File: src/rtl/imem_pkg.sv
// Shared types and sizes for the instruction-memory boot loader.
package imem_pkg;

   localparam int unsigned IMEM_DEPTH  = 64;
   localparam int unsigned IMEM_ADDR_W = 6;

   typedef enum logic [1:0] {
      IDLE = 2'd0,
      LOAD = 2'd1,
      FILL = 2'd2,
      RUN  = 2'd3
   } loader_state_t;

endpackage

File: src/rtl/imem_loader.sv
// Boot sequencer: streams a program into the instruction RAM, zero-fills the
// rest, then releases the CPU and hands the RAM read port to the fetch path.
module imem_loader
   import imem_pkg::*;
#(
   parameter int unsigned N      = 32,
   parameter int unsigned ADDR_W = IMEM_ADDR_W,
   parameter int unsigned DEPTH  = IMEM_DEPTH
) (
   input  logic              clk,
   input  logic              reset,
   input  logic              load_start,
   input  logic              in_valid,
   input  logic [N-1:0]      in_data,
   input  logic              in_last,
   output logic              in_ready,
   input  logic [ADDR_W-1:0] fetch_addr,
   output logic [N-1:0]      fetch_q,
   output logic              mem_we,
   output logic [ADDR_W-1:0] mem_addr,
   output logic [N-1:0]      mem_wdata,
   input  logic [N-1:0]      mem_rdata,
   output logic              cpu_hold,
   output logic              load_done,
   output logic [ADDR_W:0]   load_count
);

   localparam int unsigned       CNT_W     = ADDR_W + 1;
   localparam logic [ADDR_W-1:0] LAST_ADDR = ADDR_W'(DEPTH - 1);

   loader_state_t     state_q, state_d;
   logic [ADDR_W-1:0] wr_ptr_q, wr_ptr_d;
   logic [CNT_W-1:0]  count_q, count_d;
   logic              done_q, done_d;

   // State and counters
   always_ff @(posedge clk or posedge reset) begin
      if (reset) begin
         state_q  <= IDLE;
         wr_ptr_q <= '0;
         count_q  <= '0;
         done_q   <= 1'b0;
      end else begin
         state_q  <= state_d;
         wr_ptr_q <= wr_ptr_d;
         count_q  <= count_d;
         done_q   <= done_d;
      end
   end

   // Next state and RAM/CPU muxing; wr_ptr never wraps past the last word
   always_comb begin
      state_d   = state_q;
      wr_ptr_d  = wr_ptr_q;
      count_d   = count_q;
      done_d    = 1'b0;
      cpu_hold  = 1'b1;
      in_ready  = 1'b0;
      mem_we    = 1'b0;
      mem_addr  = wr_ptr_q;
      mem_wdata = '0;
      fetch_q   = '0;
      unique case (state_q)
         IDLE: begin
            if (load_start) begin
               state_d  = LOAD;
               wr_ptr_d = '0;
               count_d  = '0;
            end
         end
         LOAD: begin
            in_ready  = 1'b1;
            mem_we    = in_valid;
            mem_wdata = in_data;
            if (in_valid) begin
               count_d = count_q + CNT_W'(1);
               if (wr_ptr_q == LAST_ADDR) begin
                  state_d = RUN;
                  done_d  = 1'b1;
               end else begin
                  wr_ptr_d = wr_ptr_q + ADDR_W'(1);
                  if (in_last) state_d = FILL;
               end
            end
         end
         FILL: begin
            mem_we = 1'b1;
            if (wr_ptr_q == LAST_ADDR) begin
               state_d = RUN;
               done_d  = 1'b1;
            end else begin
               wr_ptr_d = wr_ptr_q + ADDR_W'(1);
            end
         end
         RUN: begin
            cpu_hold = 1'b0;
            mem_addr = fetch_addr;
            fetch_q  = mem_rdata;
            if (load_start) begin
               state_d  = LOAD;
               wr_ptr_d = '0;
               count_d  = '0;
            end
         end
         default: state_d = IDLE;
      endcase
   end

   assign load_done  = done_q;
   assign load_count = count_q;

endmodule
File: config.mk
export PLATFORM = sky130hd
export DESIGN_NAME = imem_loader
export DESIGN_NICKNAME = d
export VERILOG_FILES = /design/src/rtl/imem_pkg.sv /design/src/rtl/imem_loader.sv
export SDC_FILE = /design/constraint.sdc
export NUM_CORES = 1
export LEC_CHECK = 0
export BUFFER_PORTS_ARGS = -buffer_cell sky130_fd_sc_hd__buf_2
export CAP_MARGIN = 20
export CORE_ASPECT_RATIO = 1.75
export CORE_MARGIN = 2
export CORE_UTILIZATION = 30
export CTS_BUF_LIST = sky130_fd_sc_hd__clkbuf_16
export DETAILED_ROUTE_END_ITERATION = 8
export GPL_TIMING_DRIVEN = 0
export PLACE_DENSITY = 0.69
export SLEW_MARGIN = 20
export SYNTH_ARGS = -nofsm -noshare
export SYNTH_HDL_FRONTEND = slang
export SYNTH_SLANG_ARGS = --single-unit
File: constraint.sdc
create_clock -name clk -period 2.5 [get_ports clk]
set_input_delay 0.125 -clock clk [delete_from_list [all_inputs] [get_ports clk]]
set_output_delay 0.125 -clock clk [all_outputs]
set_load 0.05 [all_outputs]
==> summary.md, run 1 <==
| Metric | Value |
|---|---|
| Sequential fraction of the synthesis area | `27.56%` |
| Number of distinct library cells after synthesis | `35` |
| DIE AREA | `~5400 um^2` |
| CP endpoint kind | `output pin` |
| FF+latch count, synth | `16` |
| Slew margin rel. | `57.39%` |
| TritonCTS clock tree | `built` |
| Reg clk slew, reported paths | `0.05 ns` |
| Layout cell share with drive strength beyond 1 | `48.26%` |
| Via count | `approximately 1900` |
| RR Endpoint | `state_q[1]$_DFFE_PP0P_` |
| # fillers | `508` |
| Hold Vio Cnt, Final | `0` |
| Tmin final | `2.243 ns` |
| Top FF cell, synth | `dfrtp_1` |
| Status | `completed` |
| DRT Pass-1 Iters | `4` |
| Worst Reg-to-Reg Cells | `6` |
| Worst Path Arrival | `2.12 ns` |
| Max-Cap Viols | `0` |
| Final setup margin | `0.2573 ns` |
| R2R Setup Slk | `0.62 ns` |
| CTS max path bufs | `2` |
| Top Family by Delay on Critical Path | `buffers and inverters` |
| Buf/Inv on CP | `4` |
| Launch point of the worst reg-to-reg path | `state_q[0]$_DFFE_PP0P_` |
| Warnings, synthesis | `0` |
| Vias in the first global route | `1738` |
| RSZ-0062 raised after global routing | `false` |
| Clock sink count | `16` |
| Most common cell after layout, fill and taps aside | `buf_2` |
| Pre-CTS WS | `0.4682 ns` |
| Max frequency | `445.9 MHz` |
| Post-route ant nets | `0` |
| Slew Viols, Final | `0` |
| Start point of the worst hold path | `load_start` |
| GPL Wtd Cong | `0.7758` |
| Setup Buffers After CTS | `0` |
| Asr flop ratio synth | `100.0%` |
| Clk_lat worst skew | `0.25 ns` |
| CTS Root Cell | `clkbuf_16` |
| Register area | `between 400 and 500 um^2` |
| Area growth syn-to-layout | `64.00%` |
| P_int | `1261 uW` |
| Post-synthesis average cell area | `7.895 um^2` |
| Starting DRT DRC Count | `16` |
| Multi-input logic area | `approximately 1000 um^2` |
| Power Dens Cells | `roughly 1500 nW/um^2` |
| Sequential fraction of design power | `10.8%` |
| Final setup TNS | `0 ns` |
| Max incr delay on CP | `0.40 ns` |
| Slew @ Worst Pin | `roughly 0.64 ns` |
| H-tree levels | `1` |
| Vias per cell | `around 4.7` |
| PortBufs | `155` |
| IR drop worst, VDD | `0.9038 mV` |
| GRT overflow | `0` |
| WHS Endpoint | `wr_ptr_q[2]$_DFFE_PP0P_` |
| WHS Path Cells | `4` |
| Starting Density | `31.13%` |
| Kind of critical path | `register to output pin` |
| Chip width | `~57 um` |
| Post-synth net total | `approximately 270` |
| Max Fanout on Critical Path | `10` |
| Critical Path Start Type | `register` |
| Leak | `0.001373 uW` |
| # setup viols final | `0` |
| Fin crit share | `89.71%` |
| CP required | `2.38 ns` |
| Tot GR Track Use | `16.49%` |
| Synthesized area | `roughly 1500 um^2` |
| Site Rows | `33` |
| Min-Delay Path Class | `input pin to register` |
| Final WL | `4563 um` |
| I/O pins | `156` |
| Final net count | `426` |
| Largest net degree at the start of global routing | `17` |
| Cell Chain, Critical Path | `inv_1 > ha_1 > clkbuf_1 > clkbuf_1 > and2_1 > buf_2` |
| CORE AREA | `4666 um^2` |
| Initial antenna violation count | `0` |
| ANT cells | `0` |
| Sw frac | `64.69%` |
| Syn Inst Count | `184` |
| Drt wl/cell | `11.52 um` |
| Most frequent cells in the layout | `buf_2, and2_1, dfrtp_1` |
| CTS-repair resized insts | `0` |
| Clock power frac | `8.7%` |
| CP max-delay cell | `dfrtp_1` |
| First-pass GRT wire length | `~7400 um` |
| Die Span Y | `slightly below 100 um` |
| Comb pwr share | `80.6%` |
| Clock Skews | `roughly 0.0042 ns` |
| Sw Pwr | `2310 uW` |
| Top cell by count, worst path | `clkbuf_1` |
| Final HPWL DP | `3876 um` |
| Number of synthesized flops with an enable pin | `0` |
| TritonCTS Buffers | `3` |
| # DRC | `0` |
-- how the worst max path moves through the flow --
stage                                start       endpoint  slack [ns]  cells past startpoint
floorplan           state_q[1]$_DFFE_PP0P_         mem_we        0.30                      5
global placement    state_q[1]$_DFFE_PP0P_  mem_wdata[22]        0.50                      6
detailed placement  state_q[1]$_DFFE_PP0P_  mem_wdata[22]        0.47                      6
CTS                 state_q[1]$_DFFE_PP0P_  mem_wdata[19]        0.20                      6
global route        state_q[1]$_DFFE_PP0P_  mem_wdata[10]        0.02                      6
finish              state_q[1]$_DFFE_PP0P_  mem_wdata[26]        0.26                      6
-- cells in the mapped netlist (4+ instances only) --
| library cell | number | area, um^2 |
|---|---|---|
| mux2i_1 | 4 | 40.04 |
| and2_1 | 64 | 400.4 |
| nor2_1 | 9 | 33.78 |
| ha_1 | 6 | 75.07 |
| clkbuf_1 | 9 | 33.78 |
| xnor2_1 | 4 | 35.03 |
| a21oi_1 | 5 | 25.02 |
| dfrtp_1 | 16 | 400.4 |
| inv_1 | 9 | 33.78 |
| o21ai_0 | 5 | 25.02 |
| nor3_1 | 4 | 20.02 |
| mux2_2 | 4 | 45.04 |
| nand2_1 | 10 | 37.54 |
-- tightest hold or removal path, cell delays in order --
cell and delay [ns]:
buf_2 0.12, nand2_1 0.05, nand2_1 0.06, a211oi_1 0.06
-- state kept, by name, indices dropped and copies added, names as in the netlist --
register,count
load_count,7
load_done,1
state_q,2
wr_ptr_q,6
-- per-stage QoR --
step	total power [uW]	utilization, %	instances	hold slack, ns	cell area, um^2
2_1_floorplan	2667	-	184	0.03874	1453
3_3_place_gp	3251	49.16	391	0.2320	2293
3_5_place_dp	3291	49.16	391	0.2396	2293
4_1_cts	3612	51.06	396	0.2107	2382
5_1_grt	3794	51.06	396	0.2251	2382
6_report	3572	51.06	396	0.2138	2382
-- layer usage --
layer  up-vias  wire, um  GRT usage (%)
met2       115      2409          33.91
met3         6       535          2.957
met5         -         0              0
met1       825      1565          16.25
li1        934         -              -
met4         0        53          4.563
-- area by class of cell --
class                      instances  share of cell area, %
buffer                            11                  1.838
clock buffer                       3                  3.151
clock inverter                     1                 0.1576
inverter                           9                  1.418
multi-input combinational        148                  40.91
sequential                        16                  16.81
tap                               52                  2.731
timing repair buffer             156                  32.98
-- what timing repair did --
action | in CTS | in global routing
hold buffers | 1 | 0
endpoints found under the hold margin | 16 | 0
setup endpoints to repair | 0 | 0
-- logic make-up (layout without fill, tap and decap cells) --
logic type / after synthesis / after routing / share of synthesized area [%]
multiplexers: 8 / 8 / 5.857
buffers and inverters: 20 / 180 / 5.340
adder cells (fa/ha/maj): 6 / 6 / 5.168
AO/OA/AOI/OAI: 25 / 25 / 11.20
XOR/XNOR: 4 / 4 / 2.411
flip-flops: 16 / 16 / 27.56
AND/OR/NAND/NOR: 105 / 105 / 42.46
-- power by group through the flow --
stage          clock network [uW]  registers, uW  logic (uW)
6_report                      310            385        2880
5_1_grt                       330            395        3070
4_1_cts                       319            385        2910
3_5_place_dp                    0            389        2900
3_3_place_gp                    0            388        2860
2_1_floorplan                   0            405        2260
No activity file was read; power rests on OpenSTA's default activity.
==> run 2, diff against run 1 <==
CORE_UTILIZATION = 38   (was 30)
PLACE_DENSITY = 0.85   (was 0.69)
==> run 2 against run 1 <==
Global-route usage is 4.4 points higher. Cell area decreased by 0.31%. Worst setup slack worse by 0.069 ns. Register-to-register slack worse by 0.08 ns. Core utilization increased by 14 points. Non-clock buffer count unchanged. Wire length increased by 1.7%. Sequential share of layout area is 0.053 points higher. Flip-flop and latch count stayed put. Via count increased by 1.3%. Largest power group unchanged.
==> summary.md, run 2 (same netlist as run 1, synthesis figures left out) <==
| Metric | Value |
|---|---|
| Status | `completed` |
| Layout cell share with drive strength beyond 1 | `48.26%` |
| IR drop worst, VDD | `between 0.8 and 0.9 mV` |
| WP depth | `6` |
| Clock sink count | `16` |
| Buf/Inv on CP | `4` |
| Most common cell after layout, fill and taps aside | `buf_2` |
| Slew @ Worst Pin | `0.6265 ns` |
| Setup Buffers After CTS | `0` |
| Slew margin rel. | `between 50% and 60%` |
| Worst Reg-to-Reg Cells | `6` |
| Clk_lat worst skew | `0.25 ns` |
| Max incr delay on CP | `0.39 ns` |
| Max-Cap Viols | `0` |
| DIE AREA | `4353 um^2` |
| GRT overflow | `0` |
| RSZ-0062 raised after global routing | `false` |
| Tot Pwr | `3589 uW` |
| Largest net degree at the start of global routing | `17` |
| Post-route non-filler standard cell count | `between 300 and 400` |
| CP required | `2.38 ns` |
| GPL Wtd Cong | `0.8635` |
| Vias per cell | `4.882` |
| TritonCTS Buffers | `3` |
| Min-Delay Path Class | `input pin to register` |
| Tmin final | `2.312 ns` |
| Leak | `0.001373 uW` |
| Clock Skews | `0.004327 ns` |
| DRT Pass-1 Iters | `4` |
| Chip width | `between 50 and 60 um` |
| Site Rows | `29` |
| # DRC | `0` |
| Reg clk slew, reported paths | `approximately 0.05 ns` |
| Final WL | `between 4000 and 5000 um` |
| Vias in the first global route | `1800` |
| Hold_buf cts | `1` |
| CP max-delay cell | `dfrtp_1` |
| Max Fanout on Critical Path | `10` |
| TritonCTS clock tree | `built` |
| Die Span Y | `approximately 86 um` |
| CP endpoint kind | `output pin` |
| CORE AREA | `3628 um^2` |
| Critical Path Start Type | `register` |
| Final HPWL DP | `3975 um` |
| Final setup TNS | `0 ns` |
| Hold Vio Cnt, Final | `0` |
| Final net count | `426` |
| ANT cells | `0` |
| Via count | `roughly 1900` |
| CTS max path bufs | `2` |
| First-pass GRT wire length | `7238 um` |
| Initial antenna violation count | `0` |
| CTS Root Cell | `clkbuf_16` |
| Top cell by count, worst path | `clkbuf_1` |
| PortBufs | `155` |
| Cell Chain, Critical Path | `inv_1 > ha_1 > clkbuf_1 > clkbuf_1 > and2_1 > buf_2` |
| Most frequent cells in the layout | `buf_2, and2_1, dfrtp_1` |
| Starting DRT DRC Count | `28` |
| I/O pins | `156` |
| Top Family by Delay on Critical Path | `buffers and inverters` |
| Fin crit share | `92.47%` |
| Slew Viols, Final | `0` |
| Post-route ant nets | `0` |
| CTS-repair resized insts | `0` |
| Power Dens Cells | `between 1500 and 2000 nW/um^2` |
| Tot GR Track Use | `roughly a fifth` |
| H-tree levels | `1` |
| Max FFs per register | `7` |
| Placed cells | `385` |
| # setup viols final | `0` |
| Worst Path Arrival | `about 2.2 ns` |
| Area growth syn-to-layout | `63.48%` |
| Max frequency | `between 400 and 500 MHz` |
| Kind of critical path | `register to output pin` |
| Drt wl/cell | `around 12 um` |
| WHS Path Cells | `4` |
| Starting Density | `40.03%` |
## run 2: through the flow
| step | hold slack, ns | area, um^2 | utilization (%) | worst slack [ns] |
|---|---|---|---|---|
| floorplan | 0.03874 | 1453 | - | 0.2973 |
| global placement | 0.2186 | 2286 | 63.00 | 0.4542 |
| detailed placement | 0.2270 | 2286 | 63.00 | 0.4074 |
| CTS | 0.2023 | 2375 | 65.45 | 0.1447 |
| global route | 0.2503 | 2375 | 65.45 | 0.03285 |
| finish | 0.2154 | 2375 | 65.45 | 0.1882 |
## run 2: final timing paths
| kind | to | slack, ns | startpoint |
|---|---|---|---|
| min in group asynchronous | load_count[5]$_DFFE_PP0P_ | 0.51 | reset |
| max reg2reg | load_count[5]$_DFFE_PP0P_ | 0.54 | state_q[0]$_DFFE_PP0P_ |
| max | mem_wdata[7] | 0.19 | state_q[1]$_DFFE_PP0P_ |
| min | wr_ptr_q[2]$_DFFE_PP0P_ | 0.22 | load_start |
| min reg2reg | load_count[6]$_DFFE_PP0P_ | 0.55 | load_count[6]$_DFFE_PP0P_ |
| max in group asynchronous | load_done$_DFF_PP0_ | 1.58 | reset |
## run 2: power by group
part	internal (uW)	switching [uW]	leakage (uW)
clock	212	101	0.0000385
sequential	314	70.8	0.000213
combinational	735	2160	0.00112
total	1260	2330	0.00137
## run 2: layout make-up
cell class	count	area [um^2]
buffer	11	43.79
clock buffer	3	75.07
clock inverter	1	3.754
fill	320	1254
inverter	9	33.78
multi-input combinational	148	974.7
sequential	16	400.4
tap	46	57.56
timing repair buffer	156	785.8
## run 2: metal layers
| metal | vias up | track usage, % | routed length (um) |
|---|---|---|---|
| li1 | 930 | - | - |
| met1 | 816 | 19.89 | 1583 |
| met2 | 145 | 42.34 | 2355 |
| met3 | 13 | 4.007 | 593 |
| met4 | 0 | 7.125 | 109 |
| met5 | - | 0 | 0 |
## run 2: worst register-to-register path, delay by kind of cell (launching register included)
kind / cells / cell delay, ns
XOR/XNOR: 1 / 0.18
adder cells (fa/ha/maj): 1 / 0.36
buffers and inverters: 1 / 0.07
flip-flops: 1 / 0.43
multiplexers: 1 / 0.25
AND/OR/NAND/NOR: 2 / 0.55
==> run 3, diff against run 2 <==
MAX_ROUTING_LAYER = met4   (was unset)
PLACE_DENSITY = unset   (was 0.85)
PLACE_DENSITY_LB_ADDON = 0.25   (was unset)
==> run 3 against run 2 <==
Via count is 2.6% lower. Count of clock-buffer cells in the layout stayed put. Flip-flop and latch count stayed put. Fmax is 1.6% higher.
==> summary.md, run 3 (same netlist as run 1, synthesis figures left out) <==
| Metric | Value |
|---|---|
| Top Family by Delay on Critical Path | `buffers and inverters` |
| Chip width | `50.74 um` |
| TritonCTS Buffers | `3` |
| Vias in the first global route | `1844` |
| Tot GR Track Use | `23.54%` |
| Post-route ant nets | `0` |
| First-pass GRT wire length | `roughly 7900 um` |
| DRT Pass-1 Iters | `4` |
| PortBufs | `155` |
| WHS Path Cells | `4` |
| CP endpoint kind | `output pin` |
| Reg clk slew, reported paths | `0.05 ns` |
| Cell Chain, Critical Path | `inv_1 > ha_1 > clkbuf_1 > clkbuf_1 > and2_1 > buf_2` |
| Min-Delay Path Class | `input pin to register` |
| Drt wl/cell | `about 13 um` |
| Fin crit share | `between 90% and 100%` |
| Site Rows | `29` |
| Worst Path Arrival | `2.15 ns` |
| Via count | `1854` |
| Worst Reg-to-Reg Cells | `6` |
| Launch point of the worst reg-to-reg path | `state_q[0]$_DFFE_PP0P_` |
| Starting DRT DRC Count | `18` |
| Sequential fraction of design power | `10.7%` |
| Setup Buffers After CTS | `0` |
| CP required | `2.38 ns` |
| TritonCTS clock tree | `built` |
| P_int | `1262 uW` |
| Max frequency | `approximately 440 MHz` |
| Final setup TNS | `0 ns` |
| Comb pwr share | `80.5%` |
| Clock Skews | `around 0.0015 ns` |
| Slew @ Worst Pin | `0.6418 ns` |
| ANT cells | `0` |
| Power Dens Cells | `around 1500 nW/um^2` |
| Layout cell share with drive strength beyond 1 | `around half` |
| Clock power frac | `8.8%` |
| CTS Root Cell | `clkbuf_16` |
| Vias per cell | `4.754` |
| CP max-delay cell | `dfrtp_1` |
| Tmin final | `about 2.3 ns` |
| CTS max path bufs | `2` |
| Hold Vio Cnt, Final | `0` |
| Max incr delay on CP | `0.40 ns` |
| Final HPWL DP | `~4200 um` |
| Critical Path Start Type | `register` |
| Slew margin rel. | `57.17%` |
| Kind of critical path | `register to output pin` |
| Sw Pwr | `2333 uW` |
| Starting Density | `40.03%` |
| Initial antenna violation count | `0` |
| Die Span Y | `85.79 um` |
| Slew Viols, Final | `0` |
| RSZ-0062 raised after global routing | `false` |
| WHS Endpoint | `wr_ptr_q[2]$_DFFE_PP0P_` |
| R2R Setup Slk | `0.66 ns` |
| Max FFs per register | `7` |
| Area growth syn-to-layout | `63.48%` |
| DIE AREA | `4353 um^2` |
| GRT overflow | `0` |
| Cell area after layout | `2375 um^2` |
| Max Fanout on Critical Path | `10` |
| Largest net degree at the start of global routing | `17` |
| H-tree levels | `1` |
| Most common cell after layout, fill and taps aside | `buf_2` |
| # setup viols final | `0` |
| Clock sink count | `16` |
| GPL Wtd Cong | `0.8651` |
| Most frequent cells in the layout | `buf_2, and2_1, dfrtp_1` |
| Buf/Inv on CP | `4` |
| Sw frac | `64.90%` |
| IR drop worst, VDD | `~1.2 mV` |
| Max-Cap Viols | `0` |
| I/O pins | `roughly 160` |
| Status | `completed` |
| CORE AREA | `3628 um^2` |
| Final WL | `4904 um` |
| Leak | `0.001373 uW` |
| Final Core Density | `between 60% and 70%` |
| Clk_lat worst skew | `0.25 ns` |
| Start point of the worst hold path | `load_start` |
| Placed Area | `around 2300 um^2` |
| RR Endpoint | `state_q[1]$_DFFE_PP0P_` |
| Top cell by count, worst path | `clkbuf_1` |
| # DRC | `0` |
| Final net count | `426` |
## run 3: cell counts in the layout (fill, tap and decap cells not counted)
No cell type changed its count.
## run 3: worst max-delay path by stage
stage | from | end | slack [ns] | cells after the start
CTS | state_q[1]$_DFFE_PP0P_ | mem_wdata[27] | 0.18 | 6
global placement | state_q[1]$_DFFE_PP0P_ | mem_wdata[27] | 0.47 | 6
detailed placement | state_q[1]$_DFFE_PP0P_ | mem_wdata[27] | 0.46 | 6
global route | state_q[1]$_DFFE_PP0P_ | mem_wdata[30] | 0.03 | 6
floorplan | state_q[1]$_DFFE_PP0P_ | mem_we | 0.30 | 5
finish | state_q[1]$_DFFE_PP0P_ | mem_wdata[23] | 0.22 | 6
## run 3: power by group through the flow
stage               clock network [uW]  registers [uW]  logic (uW)
finish                             317             385        2890
global route                       330             396        3090
CTS                                320             384        2920
detailed placement                   0             389        2900
global placement                     0             389        2880
floorplan                            0             405        2260
## run 3: worst register-to-register path: stages, from the launching register on
cell and delay [ns]:
dfrtp_1 0.42, ha_1 0.31, nor2b_1 0.16, buf_2 0.18
nor2_1 0.31, o21a_1 0.21, mux2i_1 0.19
## run 3: cell type report
cell class                 instances  area [um^2]
fill                             354         1254
sequential                        16        400.4
clock inverter                     1        3.754
multi-input combinational        148        974.7
tap                               46        57.56
inverter                           9        33.78
clock buffer                       3        75.07
timing repair buffer             156        785.8
buffer                            11        43.79
## run 3: what timing repair did
item | 4_1_cts | 5_1_grt
gates resized for setup | 0 | 0
hold buffers | 1 | 0
endpoints found under the hold margin | 16 | 0
## run 3: metrics by stage
stage | setup WS [ns] | hold slack (ns) | std cells | total power (uW)
floorplan | 0.2973 | 0.03874 | 184 | 2667
global placement | 0.4705 | 0.2299 | 385 | 3271
detailed placement | 0.4584 | 0.2357 | 385 | 3293
CTS | 0.1798 | 0.1982 | 390 | 3622
global route | 0.02566 | 0.2545 | 390 | 3812
finish | 0.2249 | 0.1996 | 390 | 3595
## run 3: metal layers
metal	global-route usage [%]	share of wire (%)
met1	21.65	35
met2	47.61	55
met3	3.136	8.5
met4	7.125	1.6
met5	-	0
